### config.mk
export PLATFORM = sky130hd
export DESIGN_NAME = bitwise_logic_unit_flat
export DESIGN_NICKNAME = d
export VERILOG_FILES = /design/src/rtl/bitwise_logic_unit_pkg.sv /design/src/rtl/bitwise_logic_unit_if.sv /design/src/rtl/bitwise_logic_unit_op.sv /design/src/rtl/bitwise_logic_unit.sv /design/src/flat_wrapper.sv
export SDC_FILE = /design/constraint.sdc
export NUM_CORES = 1
export LEC_CHECK = 0
export BUFFER_PORTS_ARGS = -buffer_cell sky130_fd_sc_hd__clkbuf_2
export CORE_UTILIZATION = 37
export CTS_BUF_LIST = sky130_fd_sc_hd__clkbuf_2 sky130_fd_sc_hd__clkbuf_4 sky130_fd_sc_hd__clkbuf_8
export DETAILED_ROUTE_END_ITERATION = 7
export PLACE_DENSITY = 0.56
export SYNTH_ARGS = -nofsm -noshare
export SYNTH_HDL_FRONTEND = slang
export SYNTH_SLANG_ARGS = --single-unit
### constraint.sdc
create_clock -name Clk -period 3.5 [get_ports Clk]
set_clock_uncertainty 0.2 [all_clocks]
set_input_delay 0.175 -clock Clk [delete_from_list [all_inputs] [get_ports Clk]]
set_output_delay 0.175 -clock Clk [all_outputs]
set_load 0.005 [all_outputs]
### src/rtl/bitwise_logic_unit_pkg.sv
// Shared definitions for the bitwise logic unit: operation encoding and select width.
package bitwise_logic_unit_pkg;

  localparam int unsigned OP_W = 3;

  typedef enum logic [OP_W-1:0] {
    OP_AND  = 3'b000,
    OP_OR   = 3'b001,
    OP_NAND = 3'b010,
    OP_NOR  = 3'b011,
    OP_XOR  = 3'b100,
    OP_XNOR = 3'b101,
    OP_NOT  = 3'b110,
    OP_PASS = 3'b111
  } op_e;

endpackage

### src/rtl/bitwise_logic_unit_if.sv
// Operand/result bus of the bitwise logic unit with valid/ready handshakes on both sides.
interface bitwise_logic_unit_if #(
  parameter int unsigned WIDTH = 8
);
  import bitwise_logic_unit_pkg::*;

  logic [WIDTH-1:0] In1;
  logic [WIDTH-1:0] In2;
  logic [OP_W-1:0]  Op;
  logic             Acc;
  logic             AccClr;
  logic             InValid;
  logic             InReady;
  logic [WIDTH-1:0] Out;
  logic             OutValid;
  logic             OutReady;
  logic             OutZero;
  logic             OutParity;

  modport master (
    output In1, In2, Op, Acc, AccClr, InValid, OutReady,
    input  InReady, Out, OutValid, OutZero, OutParity
  );

  modport slave (
    input  In1, In2, Op, Acc, AccClr, InValid, OutReady,
    output InReady, Out, OutValid, OutZero, OutParity
  );

endinterface

### src/rtl/bitwise_logic_unit_op.sv
// Combinational bitwise operation Op(A,B) over WIDTH bits; NOT/PASS use A only.
module bitwise_op
  import bitwise_logic_unit_pkg::*;
#(
  parameter int unsigned WIDTH = 8
) (
  input  logic [WIDTH-1:0] a,
  input  logic [WIDTH-1:0] b,
  input  logic [OP_W-1:0]  op,
  output logic [WIDTH-1:0] y
);

  always_comb begin
    y = '0;
    case (op)
      OP_AND:  y = a & b;
      OP_OR:   y = a | b;
      OP_NAND: y = ~(a & b);
      OP_NOR:  y = ~(a | b);
      OP_XOR:  y = a ^ b;
      OP_XNOR: y = ~(a ^ b);
      OP_NOT:  y = ~a;
      OP_PASS: y = a;
      default: y = '0;
    endcase
  end

endmodule

### src/rtl/bitwise_logic_unit.sv
// Two-stage bitwise logic pipeline with optional accumulator feedback in place of operand B.
module bitwise_logic_unit
  import bitwise_logic_unit_pkg::*;
#(
  parameter int unsigned WIDTH = 8
) (
  input  logic                Clk,
  input  logic                Rst_n,
  bitwise_logic_unit_if.slave bus
);

  logic             s2_adv;
  logic             s1_adv;
  logic             in_ready;
  logic             in_xfer;
  logic [WIDTH-1:0] op_b;
  logic [WIDTH-1:0] op_y;
  logic [WIDTH-1:0] s1_res_new;

  logic             s1_valid_q, s1_valid_d;
  logic [WIDTH-1:0] s1_res_q, s1_res_d;
  logic [WIDTH-1:0] acc_q, acc_d;
  logic             out_valid_q, out_valid_d;
  logic [WIDTH-1:0] out_q, out_d;
  logic             out_zero_q, out_zero_d;
  logic             out_parity_q, out_parity_d;

  always_comb begin
    s2_adv     = ~out_valid_q | bus.OutReady;
    s1_adv     = ~s1_valid_q | s2_adv;
    in_ready   = Rst_n & s1_adv;
    in_xfer    = bus.InValid & in_ready;
    op_b       = bus.Acc ? acc_q : bus.In2;
    s1_res_new = (bus.Acc & bus.AccClr) ? bus.In1 : op_y;
  end

  bitwise_op #(
    .WIDTH(WIDTH)
  ) u_op (
    .a (bus.In1),
    .b (op_b),
    .op(bus.Op),
    .y (op_y)
  );

  // Accumulator is written on the transfer edge, so the next word already sees it.
  always_comb begin
    s1_valid_d   = s1_valid_q;
    s1_res_d     = s1_res_q;
    acc_d        = acc_q;
    out_valid_d  = out_valid_q;
    out_d        = out_q;
    out_zero_d   = out_zero_q;
    out_parity_d = out_parity_q;
    if (s2_adv) begin
      out_valid_d = s1_valid_q;
      if (s1_valid_q) begin
        out_d        = s1_res_q;
        out_zero_d   = ~|s1_res_q;
        out_parity_d = ^s1_res_q;
      end
    end
    if (s1_adv) begin
      s1_valid_d = in_xfer;
      if (in_xfer) s1_res_d = s1_res_new;
    end
    if (in_xfer && bus.Acc) acc_d = s1_res_new;
  end

  always_ff @(posedge Clk) begin
    if (!Rst_n) begin
      s1_valid_q   <= 1'b0;
      s1_res_q     <= '0;
      acc_q        <= '0;
      out_valid_q  <= 1'b0;
      out_q        <= '0;
      out_zero_q   <= 1'b1;
      out_parity_q <= 1'b0;
    end else begin
      s1_valid_q   <= s1_valid_d;
      s1_res_q     <= s1_res_d;
      acc_q        <= acc_d;
      out_valid_q  <= out_valid_d;
      out_q        <= out_d;
      out_zero_q   <= out_zero_d;
      out_parity_q <= out_parity_d;
    end
  end

  assign bus.InReady   = in_ready;
  assign bus.Out       = out_q;
  assign bus.OutValid  = out_valid_q;
  assign bus.OutZero   = out_zero_q;
  assign bus.OutParity = out_parity_q;

endmodule
### src/flat_wrapper.sv
// flat-port wrapper written by rule: the top's interface ports become plain ports
module bitwise_logic_unit_flat import bitwise_logic_unit_pkg::*;
#(
  parameter int unsigned WIDTH = 8
)
  (Clk, Rst_n, bus_In1, bus_In2, bus_Op, bus_Acc, bus_AccClr, bus_InValid, bus_OutReady, bus_InReady, bus_Out, bus_OutValid, bus_OutZero, bus_OutParity);
  bitwise_logic_unit_if #(.WIDTH(WIDTH)) bus_i ();
  input  logic Clk;
  input  logic Rst_n;
  input wire logic [$bits(bus_i.In1)-1:0] bus_In1;
  input wire logic [$bits(bus_i.In2)-1:0] bus_In2;
  input wire logic [$bits(bus_i.Op)-1:0] bus_Op;
  input wire logic [$bits(bus_i.Acc)-1:0] bus_Acc;
  input wire logic [$bits(bus_i.AccClr)-1:0] bus_AccClr;
  input wire logic [$bits(bus_i.InValid)-1:0] bus_InValid;
  input wire logic [$bits(bus_i.OutReady)-1:0] bus_OutReady;
  output wire logic [$bits(bus_i.InReady)-1:0] bus_InReady;
  output wire logic [$bits(bus_i.Out)-1:0] bus_Out;
  output wire logic [$bits(bus_i.OutValid)-1:0] bus_OutValid;
  output wire logic [$bits(bus_i.OutZero)-1:0] bus_OutZero;
  output wire logic [$bits(bus_i.OutParity)-1:0] bus_OutParity;
  assign bus_i.In1 = bus_In1;
  assign bus_i.In2 = bus_In2;
  assign bus_i.Op = bus_Op;
  assign bus_i.Acc = bus_Acc;
  assign bus_i.AccClr = bus_AccClr;
  assign bus_i.InValid = bus_InValid;
  assign bus_i.OutReady = bus_OutReady;
  assign bus_InReady = bus_i.InReady;
  assign bus_Out = bus_i.Out;
  assign bus_OutValid = bus_i.OutValid;
  assign bus_OutZero = bus_i.OutZero;
  assign bus_OutParity = bus_i.OutParity;
  bitwise_logic_unit #(.WIDTH(WIDTH)) u_core (.Clk(Clk), .Rst_n(Rst_n), .bus(bus_i));
endmodule
# == After elaboration in Yosys (flattened, before gate mapping) ==
# Index checks and enable logic that the tools add are counted.
# op_classes
n_eq_ne,7
muxes,3
n_bitwise,14
n_reduce_logical,7
# op_table
operator,n
8-bit one-hot mux with 8 select lines,1
8-bit NOT,4
8-bit two-way mux,2
"3-bit == test, second input constant",4
8-bit bitwise AND,1
8-bit OR,1
8-bit OR reduction,1
8-bit XOR reduction,1
8-bit bitwise XOR,1
"3-bit by 2-bit == test with 1-bit output, second input constant",2
2-bit AND reduction,2
1-bit bitwise AND,3
"3-bit by 1-bit == test with 1-bit output, second input constant",1
3-bit zero test,1
1-bit NOT,2
1-bit OR,2
1-bit logical AND,1
1-bit zero test,1
# totals
register_bits,28
in_bits,25
output_inout_bits,12
wordCells,38

# == Depth between registers and ports, before layout ==
# logic_depth
word_depth,6
ltp_mapped,9
mapped_depth_nobuf,8

# == By module ==
# Synthesis repeated with hierarchy kept, for this count alone.
# hier_totals
cells_unflattened,255
hier_area_um2,2183.3
# modules_own_cells
module,n_inst,cells_per_inst,area_each_um2,seq_area_each_um2
bitwise_logic_unit,1,144,1386.3,560.5
bitwise_op,1,111,797.0,0.0

# == Least setup slack after synthesis ==
# Ideal clock, no wire load.
# synth_timing
path_type,in2reg
start,input bus_Acc
end,register u_core.acc_q[6]
setup_time_ns,0.126
t_arrival_ns,1.654
required_time_ns,3.174
path_slack_ns,1.520
stages,9
n_path_buf,1
cell_sequence,buf_2 > mux2i_1 > inv_1 > ha_1 > or2_1 > a21oi_1 > a211oi_2 > a211oi_2 > o22ai_1
# synth_via
elab_chain_len,5
word_cells_on_any_way,11
cone_classes,mux (3); bitwise (7); reduce/logical (1)
# synth_rtl
item,line,text
"start, declared",flat_wrapper.sv:13,input wire logic [$bits(bus_i.Acc)-1:0] bus_Acc;
8-bit two-way mux,bitwise_logic_unit.sv:33,op_b = bus.Acc ? acc_q : bus.In2;
"8-bit bitwise XOR, or another cell as far along","bitwise_logic_unit_op.sv:20, bitwise_logic_unit_op.sv:21",
"8-bit NOT, on equally long branches","bitwise_logic_unit_op.sv:21, bitwise_logic_unit_op.sv:18, bitwise_logic_unit_op.sv:19",
8-bit one-hot mux with 8 select lines,bitwise_logic_unit_op.sv:15,case (op)
8-bit two-way mux,bitwise_logic_unit.sv:34,s1_res_new = (bus.Acc & bus.AccClr) ? bus.In1 : op_y;
"end signal, assigned",bitwise_logic_unit.sv:74,acc_q <= '0;
"end signal, assigned",bitwise_logic_unit.sv:82,acc_q <= acc_d;
"end, declared",bitwise_logic_unit.sv:22,"logic [WIDTH-1:0] acc_q, acc_d;"
# Several ways; a longest one is shown, not always the timed one.
# A chain may end at the register's enable or synchronous reset.

# == Final worst setup path ==
# layout_timing
start,register u_core.acc_q[6]
end,register u_core.acc_q[6]
# layout_via
elab_chain_len,5
word_cells_on_any_way,9
cone_classes,mux (3); bitwise (6)
# layout_rtl
item,line
8-bit two-way mux (*),bitwise_logic_unit.sv:33
"8-bit bitwise XOR, or another cell as far along","bitwise_logic_unit_op.sv:20, bitwise_logic_unit_op.sv:21"
"8-bit NOT, on equally long branches","bitwise_logic_unit_op.sv:21, bitwise_logic_unit_op.sv:18, bitwise_logic_unit_op.sv:19"
8-bit one-hot mux with 8 select lines (*),bitwise_logic_unit_op.sv:15
8-bit two-way mux (*),bitwise_logic_unit.sv:34
# Mark *: on every way between the ends. The rest lies on a longest branch, timed or not.

==> results by group <==
STA
  • Setup slack after layout: 1.51 ns
  • Worst-Margin Slew: a little under 0.7 ns
  • Final min period: 1.99 ns
  • Final setup TNS: 0 ns
  • Final Hold Fails: 0
  • Max_slew headroom: 55.2%
  • Highest Clock Rate: 502 MHz
  • Slew Limit Fails: 0
  • Final worst-path cycle share: 56.9%
  • RSZ-0062 raised after global routing: no
  • Final setup fails: 0

Critical path
  • Critical Path AT: 1.93 ns
  • Crit path top cell by count: a211oi_2
  • Worst Path Max Fanout: 2
  • Cells on worst reg2reg path: 8
  • CP endpoint kind: register
  • Slowest-stage cell, CP: dfxtp_1
  • Worst path max stage delay: 0.32 ns
  • WS Path Type: register to register
  • WP data required: between 3 and 4 ns
  • Critical path cell sequence: mux2i_1, inv_1, ha_1, or2_1, a21oi_1, a211oi_2, a211oi_2, o22ai_1
  • Startpoint Class: register

Detailed routing
  • Vias after detailed routing: 1,828
  • First-pass iteration count of the detailed router: 6
  • Routed wire per std cell: 12.9 µm
  • Number of DRC markers in iteration 0: 93
  • Final ANT Viol Nets: 0
  • Vias per inst: 5.08
  • Drc violations: 0
  • Wirelength, routed: 4.64 mm

Synthesis
  • Syn Area/Cell: between 7 and 8 µm²
  • Synth top area cells: dfxtp_1 27%, ha_1 12%, mux2i_1 4.9%, o21ai_0 4.9%, inv_1 4.5%
  • Net Count, Synth: 313
  • Ys Warns: 0
  • Post-Syn Instances: approximately 270
  • Largest area contributor in the netlist: dfxtp_1
  • Most used DFF post-synth: dfxtp_1
  • Ys async rst share: 0%
  • Share of Yosys cell area claimed by the top area cell type: a little over a quarter
  • Cell Area, Synth: 0.00206 mm²
  • Library cells used by synthesis: 39
  • Post-synth EDFFs: 0
  • Sequential cell area fraction in the yosys report: between 20% and 30%
  • Flops & latches, synth: 28

Clocking
  • Worst skew pair latency: 0.27 ns
  • CTS-repair resized insts: 0
  • Setup bufs post-CTS: 0
  • Root Buffer: clkbuf_8
  • CTS Hold Buffers Added: 1
  • Reg clk slew, reported paths: around 0.09 ns
  • H-tree depth: 1
  • Clock Sinks: 28
  • Num CTS Buffers: 3
  • CTS Buffer Depth: 2
  • TritonCTS clock tree: built

Floorplan
  • Row cnt: 26
  • Floorplan core area: around 0.0052 mm²
  • Initial Util: 39.4%
  • Die width: 76.7 µm
  • Die Ht: 76.7 µm
  • I/O Pins: 37
  • Die area: 0.00588 mm²

Status
  • Status: finished, final reports clean

Cells and area
  • Area Growth Syn to Fin: 11.0%
  • Final net count: 337
  • Layout cell share with drive strength beyond 1: 16.9%
  • Ant diodes: 0
  • Register area: 561 µm²
  • Most frequent cells in the layout: 36 x clkbuf_2, 28 x dfxtp_1, 25 x inv_1
  • Commonest non-fill, non-tap cell in the layout: clkbuf_2
  • FILL cells: between 500 and 600
  • Multi-input logic area: roughly 0.0013 mm²

Run
  • Max cap viols: 0

GRT
  • Largest net degree at the start of global routing: 35
  • Grt ovf: 0
  • Grt met3 use: 2.86%
  • Global-route wire length before repair: 8.28 mm
  • Number of global-route vias before repair: about 1,800
  • Initial antenna violation count: 0
  • GRT met1 Usage: 23.1%
  • Total track usage: around 17%
  • Met2 usage: around 29%
  • Grt peak-use layer: met2

Power
  • Power Total: 0.000741 W
  • P per Cell Area: 323 mW/mm²
  • Peak supply drop: 0.140 mV
  • Pleak: 1.04 nW

Placement
  • RePlAce Congestion: a little over 0.8
  • I/O Buffers: 36
  • DP HPWL: 3.36 mm
  • Place WS: ~1.2 ns

Min path
  • WHS Path Cells: 3
  • HP Class: input pin to register
-- metal layers --
metal	share of wire (%)	vias up
li1	-	960
met1	51	820
met2	45	42
met3	3.8	6
met4	0.78	0
met5	0	-
-- report_power, final --
| group | total, W | leakage, nW | switching (W) | internal (W) |
|---|---|---|---|---|
| Clock | 0.000169 | 0.0216 | 0.0000915 | 0.0000771 |
| Combinational | 0.000221 | 0.785 | 0.000125 | 0.0000951 |
| Sequential | 0.000351 | 0.229 | 0.0000110 | 0.000340 |
-- synth_stat cells, types with 2 or more instances --
library cell / number
nand2_1: 14
nor2b_1: 9
clkbuf_1: 5
a21oi_1: 18
dfxtp_1: 28
a21oi_2: 3
and2_1: 14
ha_1: 20
a211oi_2: 2
o311ai_1: 7
inv_1: 25
o21ai_0: 20
nand3_1: 9
mux2i_1: 10
o21ai_1: 13
nor2_1: 22
a31oi_1: 6
buf_2: 11
xnor2_1: 5
xor2_1: 2
nand4_1: 2
a22oi_1: 6
-- critical path: cells and delay by family (launching register included) --
family / cells / cell delay [ns]
and+or+nand+nor: 1 / 0.20
muxes: 1 / 0.20
DFF: 1 / 0.32
adders and majority gates: 1 / 0.17
AOI/OAI and AO/OA: 4 / 0.71
buffers and inverters: 1 / 0.07
-- flip-flops by register name, summed over array words and instances, names as in the netlist --
name                  cells
u_core.s1_res_q           8
u_core.s1_valid_q         1
u_core.bus.Out            8
u_core.acc_q              8
u_core.bus.OutParity      1
u_core.bus.OutZero        1
u_core.bus.OutValid       1
-- path summary, 6_finish.rpt --
| kind | start | end | slack, ns |
|---|---|---|---|
| max | u_core.acc_q[6]$_SDFFE_PN0P_ | u_core.acc_q[6]$_SDFFE_PN0P_ | 1.51 |
| min | bus_OutReady | u_core.bus.OutValid$_SDFFE_PN0P_ | 0.03 |
| max reg2reg | u_core.acc_q[6]$_SDFFE_PN0P_ | u_core.acc_q[6]$_SDFFE_PN0P_ | 1.51 |
| min reg2reg | u_core.s1_res_q[1]$_SDFFE_PN0P_ | u_core.s1_res_q[1]$_SDFFE_PN0P_ | 0.27 |
-- cell families (layout without fill, tap and decap cells) --
family	Yosys count	in the layout	share of synthesized area [%]
AO/OA/AOI/OAI	82	82	24.6
AND/OR/NAND/NOR	78	78	19.2
buffers and inverters	43	65	9.04
flip-flops	28	28	27.2
adder cells (fa/ha/maj)	20	20	12.1
multiplexers	10	10	4.85
XOR/XNOR	7	7	2.97
-- metrics by stage --
stage	hold WS (ns)	util, %	std cells	cell area, µm²
3_3_place_gp	0.253	42.7	356	2240
2_1_floorplan	0.114	-	268	2060
5_1_grt	0.0445	43.7	360	2290
6_report	0.0262	43.7	360	2290
3_5_place_dp	0.256	42.7	356	2240
4_1_cts	0.0208	43.7	360	2290
-- area by class of cell --
| cell class | count | area share (%) |
|---|---|---|
| multi-input cells | 197 | 57.5 |
| flip-flops and latches | 28 | 24.5 |
| repair buffers | 37 | 8.31 |
| inverters | 25 | 4.10 |
| well taps | 70 | 3.83 |
| clock buffers | 3 | 1.80 |
(Power assumes the default switching activity.)
